### src/rtl/rf_write_arbiter.sv
// rf_write_arbiter: round-robin share of the register-file write port
// with per-requester holding buffers. Optional lookup: RF_WB_BYPASS_EN.
module rf_write_arbiter #(
  parameter int NREQ = 3,
  parameter int AW   = 5,
  parameter int DW   = 32
) (
  input  logic                 clk,
  input  logic                 reset,
`ifdef RF_WB_BYPASS_EN
  input  logic [AW-1:0]        byp_addr,
  output logic                 byp_hit,
  output logic [DW-1:0]        byp_data,
`endif
  input  logic [NREQ-1:0]      req_valid,
  output logic [NREQ-1:0]      req_ready,
  input  logic [NREQ*AW-1:0]   req_addr,
  input  logic [NREQ*DW-1:0]   req_data,
  output logic                 we3,
  output logic [AW-1:0]        wa3,
  output logic [DW-1:0]        wd3,
  output logic [2**AW-1:0]     pending,
  output logic                 idle
);

  localparam int RW = (NREQ > 1) ? $clog2(NREQ) : 1;
  localparam int NR = 2**AW;

  logic [NREQ-1:0] r_full;
  logic [AW-1:0]   r_addr [NREQ];
  logic [DW-1:0]   r_data [NREQ];
  logic [RW-1:0]   r_rr;
  logic            r_we;
  logic [AW-1:0]   r_wa;
  logic [DW-1:0]   r_wd;
  logic [NR-1:0]   r_pend;

  logic            w_gv;
  logic [RW-1:0]   w_g;
  logic [NREQ-1:0] w_gnt;
  logic [NREQ-1:0] w_rnt;
  logic [NREQ-1:0] w_tie;
  logic [NREQ-1:0] w_acc;
  logic [AW-1:0]   w_ra [NREQ];
  logic [NR-1:0]   w_set;
  logic [NR-1:0]   w_clr;

  // Round-robin scan of full buffers starting at r_rr.
  always_comb begin
    int idx;
    idx   = 0;
    w_gv  = 1'b0;
    w_g   = '0;
    w_gnt = '0;
    for (int k = 0; k < NREQ; k++) begin
      idx = int'(r_rr) + k;
      if (idx >= NREQ) idx = idx - NREQ;
      if (!w_gv && r_full[idx]) begin
        w_gv = 1'b1;
        w_g  = RW'(idx);
      end
    end
    for (int i = 0; i < NREQ; i++)
      w_gnt[i] = w_gv && (w_g == RW'(i));
  end

  // Acceptance: free slot, no pending hazard, lower index wins ties.
  always_comb begin
    w_rnt = '0;
    w_tie = '0;
    for (int i = 0; i < NREQ; i++) begin
      w_ra[i]  = req_addr[i*AW +: AW];
      w_rnt[i] = (~r_full[i] | w_gnt[i]) &
                 ~((w_ra[i] != '0) & r_pend[w_ra[i]]);
    end
    for (int i = 0; i < NREQ; i++)
      for (int j = 0; j < i; j++)
        if (req_valid[j] && w_rnt[j] &&
            (w_ra[j] == w_ra[i]) && (w_ra[i] != '0))
          w_tie[i] = 1'b1;
    req_ready = w_rnt & ~w_tie;
    w_acc     = req_valid & req_ready;
  end

  // Scoreboard set/clear masks for this edge.
  always_comb begin
    w_set = '0;
    w_clr = '0;
    if (w_gv) w_clr[r_addr[w_g]] = 1'b1;
    for (int i = 0; i < NREQ; i++)
      if (w_acc[i] && (w_ra[i] != '0))
        w_set[w_ra[i]] = 1'b1;
  end

  // Buffers, output stage, pointer and scoreboard state.
  always_ff @(posedge clk) begin
    if (reset) begin
      r_full <= '0;
      r_rr   <= '0;
      r_we   <= 1'b0;
      r_wa   <= '0;
      r_wd   <= '0;
      r_pend <= '0;
      for (int i = 0; i < NREQ; i++) begin
        r_addr[i] <= '0;
        r_data[i] <= '0;
      end
    end else begin
      r_we   <= w_gv;
      r_pend <= (r_pend & ~w_clr) | w_set;
      if (w_gv) begin
        r_wa <= r_addr[w_g];
        r_wd <= r_data[w_g];
        r_rr <= (w_g == RW'(NREQ-1)) ? '0 : w_g + RW'(1);
      end
      for (int i = 0; i < NREQ; i++) begin
        if (w_acc[i] && (w_ra[i] != '0)) begin
          r_full[i] <= 1'b1;
          r_addr[i] <= w_ra[i];
          r_data[i] <= req_data[i*DW +: DW];
        end else if (w_gnt[i]) begin
          r_full[i] <= 1'b0;
        end
      end
    end
  end

`ifdef RF_WB_BYPASS_EN
  // Forwarding lookup; a buffered entry is newer than the output stage.
  always_comb begin
    byp_hit  = 1'b0;
    byp_data = '0;
    if (byp_addr != '0) begin
      if (r_we && (r_wa == byp_addr)) begin
        byp_hit  = 1'b1;
        byp_data = r_wd;
      end
      for (int i = 0; i < NREQ; i++)
        if (r_full[i] && (r_addr[i] == byp_addr)) begin
          byp_hit  = 1'b1;
          byp_data = r_data[i];
        end
    end
  end
`endif

  assign we3     = r_we;
  assign wa3     = r_wa;
  assign wd3     = r_wd;
  assign pending = r_pend;
  assign idle    = ~|r_full & ~r_we;

endmodule

### config.mk
export PLATFORM = sky130hd
export DESIGN_NAME = rf_write_arbiter
export DESIGN_NICKNAME = d
export VERILOG_FILES = /design/src/rtl/rf_write_arbiter.sv
export SDC_FILE = /design/constraint.sdc
export NUM_CORES = 1
export LEC_CHECK = 0
export CORE_MARGIN = 3
export CORE_UTILIZATION = 35
export CTS_BUF_LIST = sky130_fd_sc_hd__clkbuf_4
export DETAILED_ROUTE_END_ITERATION = 7
export MAX_ROUTING_LAYER = met4
export PLACE_DENSITY_LB_ADDON = 0.08
export SYNTH_ARGS = -nofsm -noshare
export SYNTH_HDL_FRONTEND = slang
export SYNTH_SLANG_ARGS = --single-unit
### constraint.sdc
create_clock -name clk -period 3.7 [get_ports clk]
set_input_delay 0.74 -clock clk [delete_from_list [all_inputs] [get_ports clk]]
set_output_delay 0.74 -clock clk [all_outputs]
set_load 0.005 [all_outputs]
Yosys cells after proc, flatten, opt, wreduce, memory -nomap -nowiden
Memories as Yosys holds them, arrays and structs flattened. A register that Yosys moved wholly into a read port is not among the register bits.
Index checks and enable logic that the tools add are counted.

storage, ports and cells
  input port bits = 116
  memories = 2
  output and inout bits = 74
  bits in registers = 43
  logic and storage cells = 159
  memory bits (writable) = 111

operators by class
  mux-type cells = 63
  bitwise gates (word level) = 31
  $lt $le $gt $ge = 14
  equal/unequal tests = 5
  add/subtract/negate cells = 6
  reduce and logical (&&, ||, !) cells = 31

memories
  memory  depth  bits a word  rd ports  clocked after Yosys merged registers in  write ports  RTL line  text
  r_data  3      32           1         1                                        3            31        logic [DW-1:0] r_data [NREQ];
  r_addr  3      5            1         0                                        3            30        logic [AW-1:0] r_addr [NREQ];

operators by type and width
  operator                                             number
  2-to-1 mux 32 bit                                    10
  < comparator 32 x 4 -> 1 bit, second input constant  3
  bitwise OR 32 bit                                    3
  2-to-1 mux 1 bit                                     36
  bitwise AND 32 bit                                   1
  NOT 32 bit                                           1
  < comparator 5 x 6 -> 1 bit, second input constant   4
  demux 1 bit (select 5 bit)                           4
  >= comparator 5 x 1 -> 1 bit, second input constant  4
  logical AND 1 bit                                    20
  binary-select mux 1 bit (select 5 bit)               3
  == test 5 bit                                        3
  2-to-1 mux 5 bit                                     3
  nonzero test 5 bit                                   3
  bitwise OR 1 bit                                     9
  2-to-1 mux 2 bit                                     4
  subtractor 3 x 2 -> 4 bit, second input constant     2
  bitwise AND 1 bit                                    7
  NOT 1 bit                                            7
  bitwise AND 3 bit                                    2
  binary-select mux 1 bit (select 2 bit)               3
  >= comparator 3 x 2 -> 1 bit, second input constant  2
  nonzero test 2 bit                                   3
  adder 2 x 1 -> 3 bit, second input constant          1
  10 further kinds                                     12

Depth between registers and ports, before layout
  word-level depth = 31
  gate-level depth with buffers = 14
  gate-level depth less buffers = 11

Worst setup path before layout
Ideal clock, no wire load.

  path kind = input port to flip-flop
  from = in req_addr[0]
  to = mem r_addr[1][0] (enable)
  stages = 10
  required time = 3305 ps
  data arrival time = 3407 ps
  buffers on the path = 2
  setup time = 395 ps
  path slack = -102 ps
  cell sequence = clkbuf_1 nand2_1 o32ai_1 a211oi_1 o221a_2 or2_4 a41oi_4 clkbuf_1 nand2_1 nand2_1

RTL lines
  element      RTL line  text
  from (decl)  17        input logic [NREQ*AW-1:0] req_addr,
  to (decl)    30

Final worst setup path
  from = in req_addr[5]
  to = out req_ready[2]

on the way
  word-level cells in the longest chain between the ends = 11
  elaborated cells between the ends (all ways) = 13
  those cells by class = 1 x eq/ne; 3 x mux; 5 x bitwise; 4 x reduce/logical

ends and longest elaborated chain
  element                                 RTL line  text
  binary-select mux 1 bit (select 5 bit)  74        ~((w_ra[i] != '0) & r_pend[w_ra[i]]);
  2-to-1 mux 1 bit (implied by the code)  74
  bitwise AND 1 bit                       74
  NOT 1 bit                               74
  bitwise AND 1 bit                       73        w_rnt[i] = (~r_full[i] | w_gnt[i]) &
  logical AND 1 bit                       78        if (req_valid[j] && w_rnt[j] &&
  logical AND 1 bit *                     78
  logical AND 1 bit *                     79        (w_ra[j] == w_ra[i]) && (w_ra[i] != '0))
  2-to-1 mux 1 bit *                      78
  NOT 3 bit *                             81        req_ready = w_rnt & ~w_tie;
  bitwise AND 3 bit *                     81
  to (decl)                               16        output logic [NREQ-1:0] req_ready,

Mark *: on every way between the ends. The rest lies on a longest branch, timed or not. The select of a mux whose other input is x is not followed.

==> key figures <==
STA
  – Max-slew headroom: 0.237
  – Worst-margin pin slew: between 1 and 1.5 ns
  – Fin Setup TNS: 0 ns
  – Fmax achieved: 272 MHz
  – Final Hold Vio Count: 0
  – RSZ-0062 raised after global routing: true
  – Hold slack: 0.508 ns
  – Max-slew violation count: 0
  – Fin crit share: 0.994
  – Min Clock Period, post-route: 3.68 ns
  – Setup Skew: about 0.050 ns
  – Number of setup violations in the final report: 0

Route
  – Initial DRC count: 1138
  – Total number of vias: a little over 9000
  – Residual DRC count: 0
  – Initial DRT Pass Iterations: 7
  – DR WL met2: 16.9 mm
  – Met3 wire len: 3.14 mm
  – WL/cell: 22.8 um
  – DRT met1 WL: around 16 mm
  – DRT Wirelength: 36.8 mm
  – Top Metal Used: met4
  – Vias per Instance: roughly 5.7
  – Final ANT Viol Nets: 0

Finish
  – Area Overhead vs Synth: 40.8%
  – Area of the multi-input gates: a little under 0.005 mm2
  – Sequential Area: 0.00485 mm2
  – Most frequent cells in the layout: clkdlybuf4s50_1, buf_4, and2_1
  – Fill cells: 2596
  – Commonest non-fill, non-tap cell in the layout: clkdlybuf4s50_1
  – Nets: 1343
  – Share of cells above drive strength 1: 0.230

Setup path
  – Max Fanout on Critical Path: 5
  – Worst setup EP type: output port
  – Critical path arrival: approximately 2.9 ns
  – Crit path kind: in -> out
  – Slowest CP cell: o2bb2a_1
  – Worst R2R Start: r_rr[0]
  – CP startpoint: req_addr[5]
  – Worst setup SP type: input port
  – CP required: 2.96 ns
  – Worst path max stage delay: between 0.3 and 0.4 ns
  – Worst-path cell chain: clkdlybuf4s15_1, buf_4, mux2_2, a221oi_1, o21ai_0, o2bb2a_1, o22ai_4, o211a_1, o21a_1, buf_2

Status
  – Status: finished, final reports clean

Power and ir drop
  – Peak VDD IR: 358 uV
  – Net Sw Frac: 0.413
  – Cell Int Power: 4690 uW
  – Net Switching: 3300 uW
  – Clock share of power: 0.152
  – Lkg Pwr: 0.00507 uW
  – Logic pwr share: 0.495
  – Sequential power share: 0.353
  – Power density cells: 582 mW/mm2

Synthesis
  – Post-synthesis sequential area ratio: 0.495
  – Synth area leader: edfxtp_1
  – Post-Syn Instances: 924
  – Synth top area share: 0.342
  – Synth Net Count: approximately 1000
  – Async SR Flop Fraction: 0
  – Top FF cell, synth: edfxtp_1
  – Yosys warning total: 0
  – Area contributors post-synth: edfxtp_1, dfxtp_1, and2_1
  – Synthesized flop and latch total: 186
  – Post-Syn Area: 0.00976 mm2
  – Library cells used by synthesis: 76
  – Synthesized area per cell: approximately 11 um2
  – Post-synth EDFFs: between 100 and 150

Die
  – Initial core utilization: 0.359
  – Die area: about 0.030 mm2
  – Top Ports: 190
  – Chip width: 173 um
  – Die height: between 150 and 200 um
  – Std-Cell Rows: 60
  – Core area: 0.0272 mm2

Clock tree
  – CTS root buf: clkbuf_4
  – Cts bufs inserted: 17
  – Longest Clk Path Bufs: 2
  – CTS H-tree lvls: 4
  – CTS sink cnt: 186
  – CTS hold repair buffers: 0
  – Clk_lat worst skew: ~0.6 ns
  – CTS tree: yes
  – CTS clk-pin slew, worst paths: 0.18 ns

Global routing
  – Largest net degree at the start of global routing: 66
  – Gr ovfl total: 0
  – Vias in the first global route: just over 9000
  – Initial antenna violation count: 1
  – GR Util All Layers: 0.244
  – First-pass GRT wire length: 55.2 mm

Hold path
  – Hold Crit Class: reg -> reg
  – HP Start: wd3[18]

Placement
  – DP Wirelength: 25.3 mm
  – PortBufs: 189
  – GPL Wtd Cong: 0.993

Flow run
  – Max-cap violations: 0
-- per-layer routing --
metal / up-vias / GRT usage
met5: - / -
met4: 0 / 0.0625
met2: 519 / 0.382
met1: 4435 / 0.323
li1: 4160 / -
met3: 87 / 0.0509
-- sequential cells by signal, indices dropped and copies added (netlist names) --
signal	count
pending	32
r_addr	15
r_data	96
r_full	3
r_rr	2
wa3	5
wd3	32
we3	1
-- power groups by stage --
| stage | Sequential, uW | Clock (uW) | Combinational (uW) |
|---|---|---|---|
| 2_1_floorplan | 2800 | 0 | 1870 |
| 3_3_place_gp | 2860 | 0 | 3470 |
| 3_5_place_dp | 2850 | 0 | 3480 |
| 4_1_cts | 2820 | 1250 | 3710 |
| 5_1_grt | 2860 | 1310 | 4260 |
| 6_report | 2830 | 1220 | 3960 |
-- critical path: cells and delay by family --
family | cells | cell delay, ns
AOI/OAI and AO/OA | 6 | 1.27
buffers and inverters | 3 | 0.61
muxes | 1 | 0.32
-- synthesized netlist by cell type (all sizes together), types with 14 or more instances --
cell type  instances
nand3             18
a32oi             14
a222oi            16
clkbuf            48
a221o             27
and2             116
nor3              35
nand2             54
nand4             29
a21oi             55
dfxtp             75
o221ai            14
mux2i             22
nor2              45
buf               23
edfxtp           111
nor2b             17
-- area by class of cell --
| cell class | count | area share |
|---|---|---|
| clock inverter | 15 | 0.0137 |
| multi-input combinational | 653 | 0.354 |
| antenna | 2 | 0.000364 |
| timing repair buffer | 351 | 0.232 |
| clock buffer | 17 | 0.00929 |
| tap | 372 | 0.0339 |
| sequential | 186 | 0.353 |
| inverter | 14 | 0.00383 |
-- cells by family after synthesis --
group                      after synthesis  share of synthesized area
muxes                                   42                     0.0595
and+or+nand+nor                        373                      0.214
xor gates and xnor gates                15                     0.0135
adders and majority gates                4                    0.00513
buffers and inverters                   85                     0.0363
DFF                                    186                      0.495
AOI/OAI and AO/OA                      219                      0.176
-- per-stage QoR --
stage,cell area (um2),total power (uW),instances,setup slack (ns),utilization
4_1_cts,13500,7780,1599,-0.0181,0.498
5_1_grt,13700,8430,1609,-0.0963,0.505
3_3_place_gp,12900,6320,1544,-0.595,0.475
2_1_floorplan,9760,4670,924,0.226,-
3_5_place_dp,12900,6340,1544,-0.626,0.475
6_report,13700,8000,1610,0.0204,0.506
-- final timing paths --
kind | endpoint | slack (ns) | cells past startpoint
setup / recovery | req_ready[2] | 0.02 | 10
hold / removal | wd3[18] | 0.51 | 2
setup reg to reg | pending[2] | 0.09 | 17
hold reg to reg | wd3[18] | 0.51 | 2
-- what timing repair did --
action                     in CTS  in global routing
resized for setup              55                 35
buffers inserted               23                  9
setup endpoints to repair       6                 22
pin swaps                      17                 16
Power figures use the tool's default switching activity.
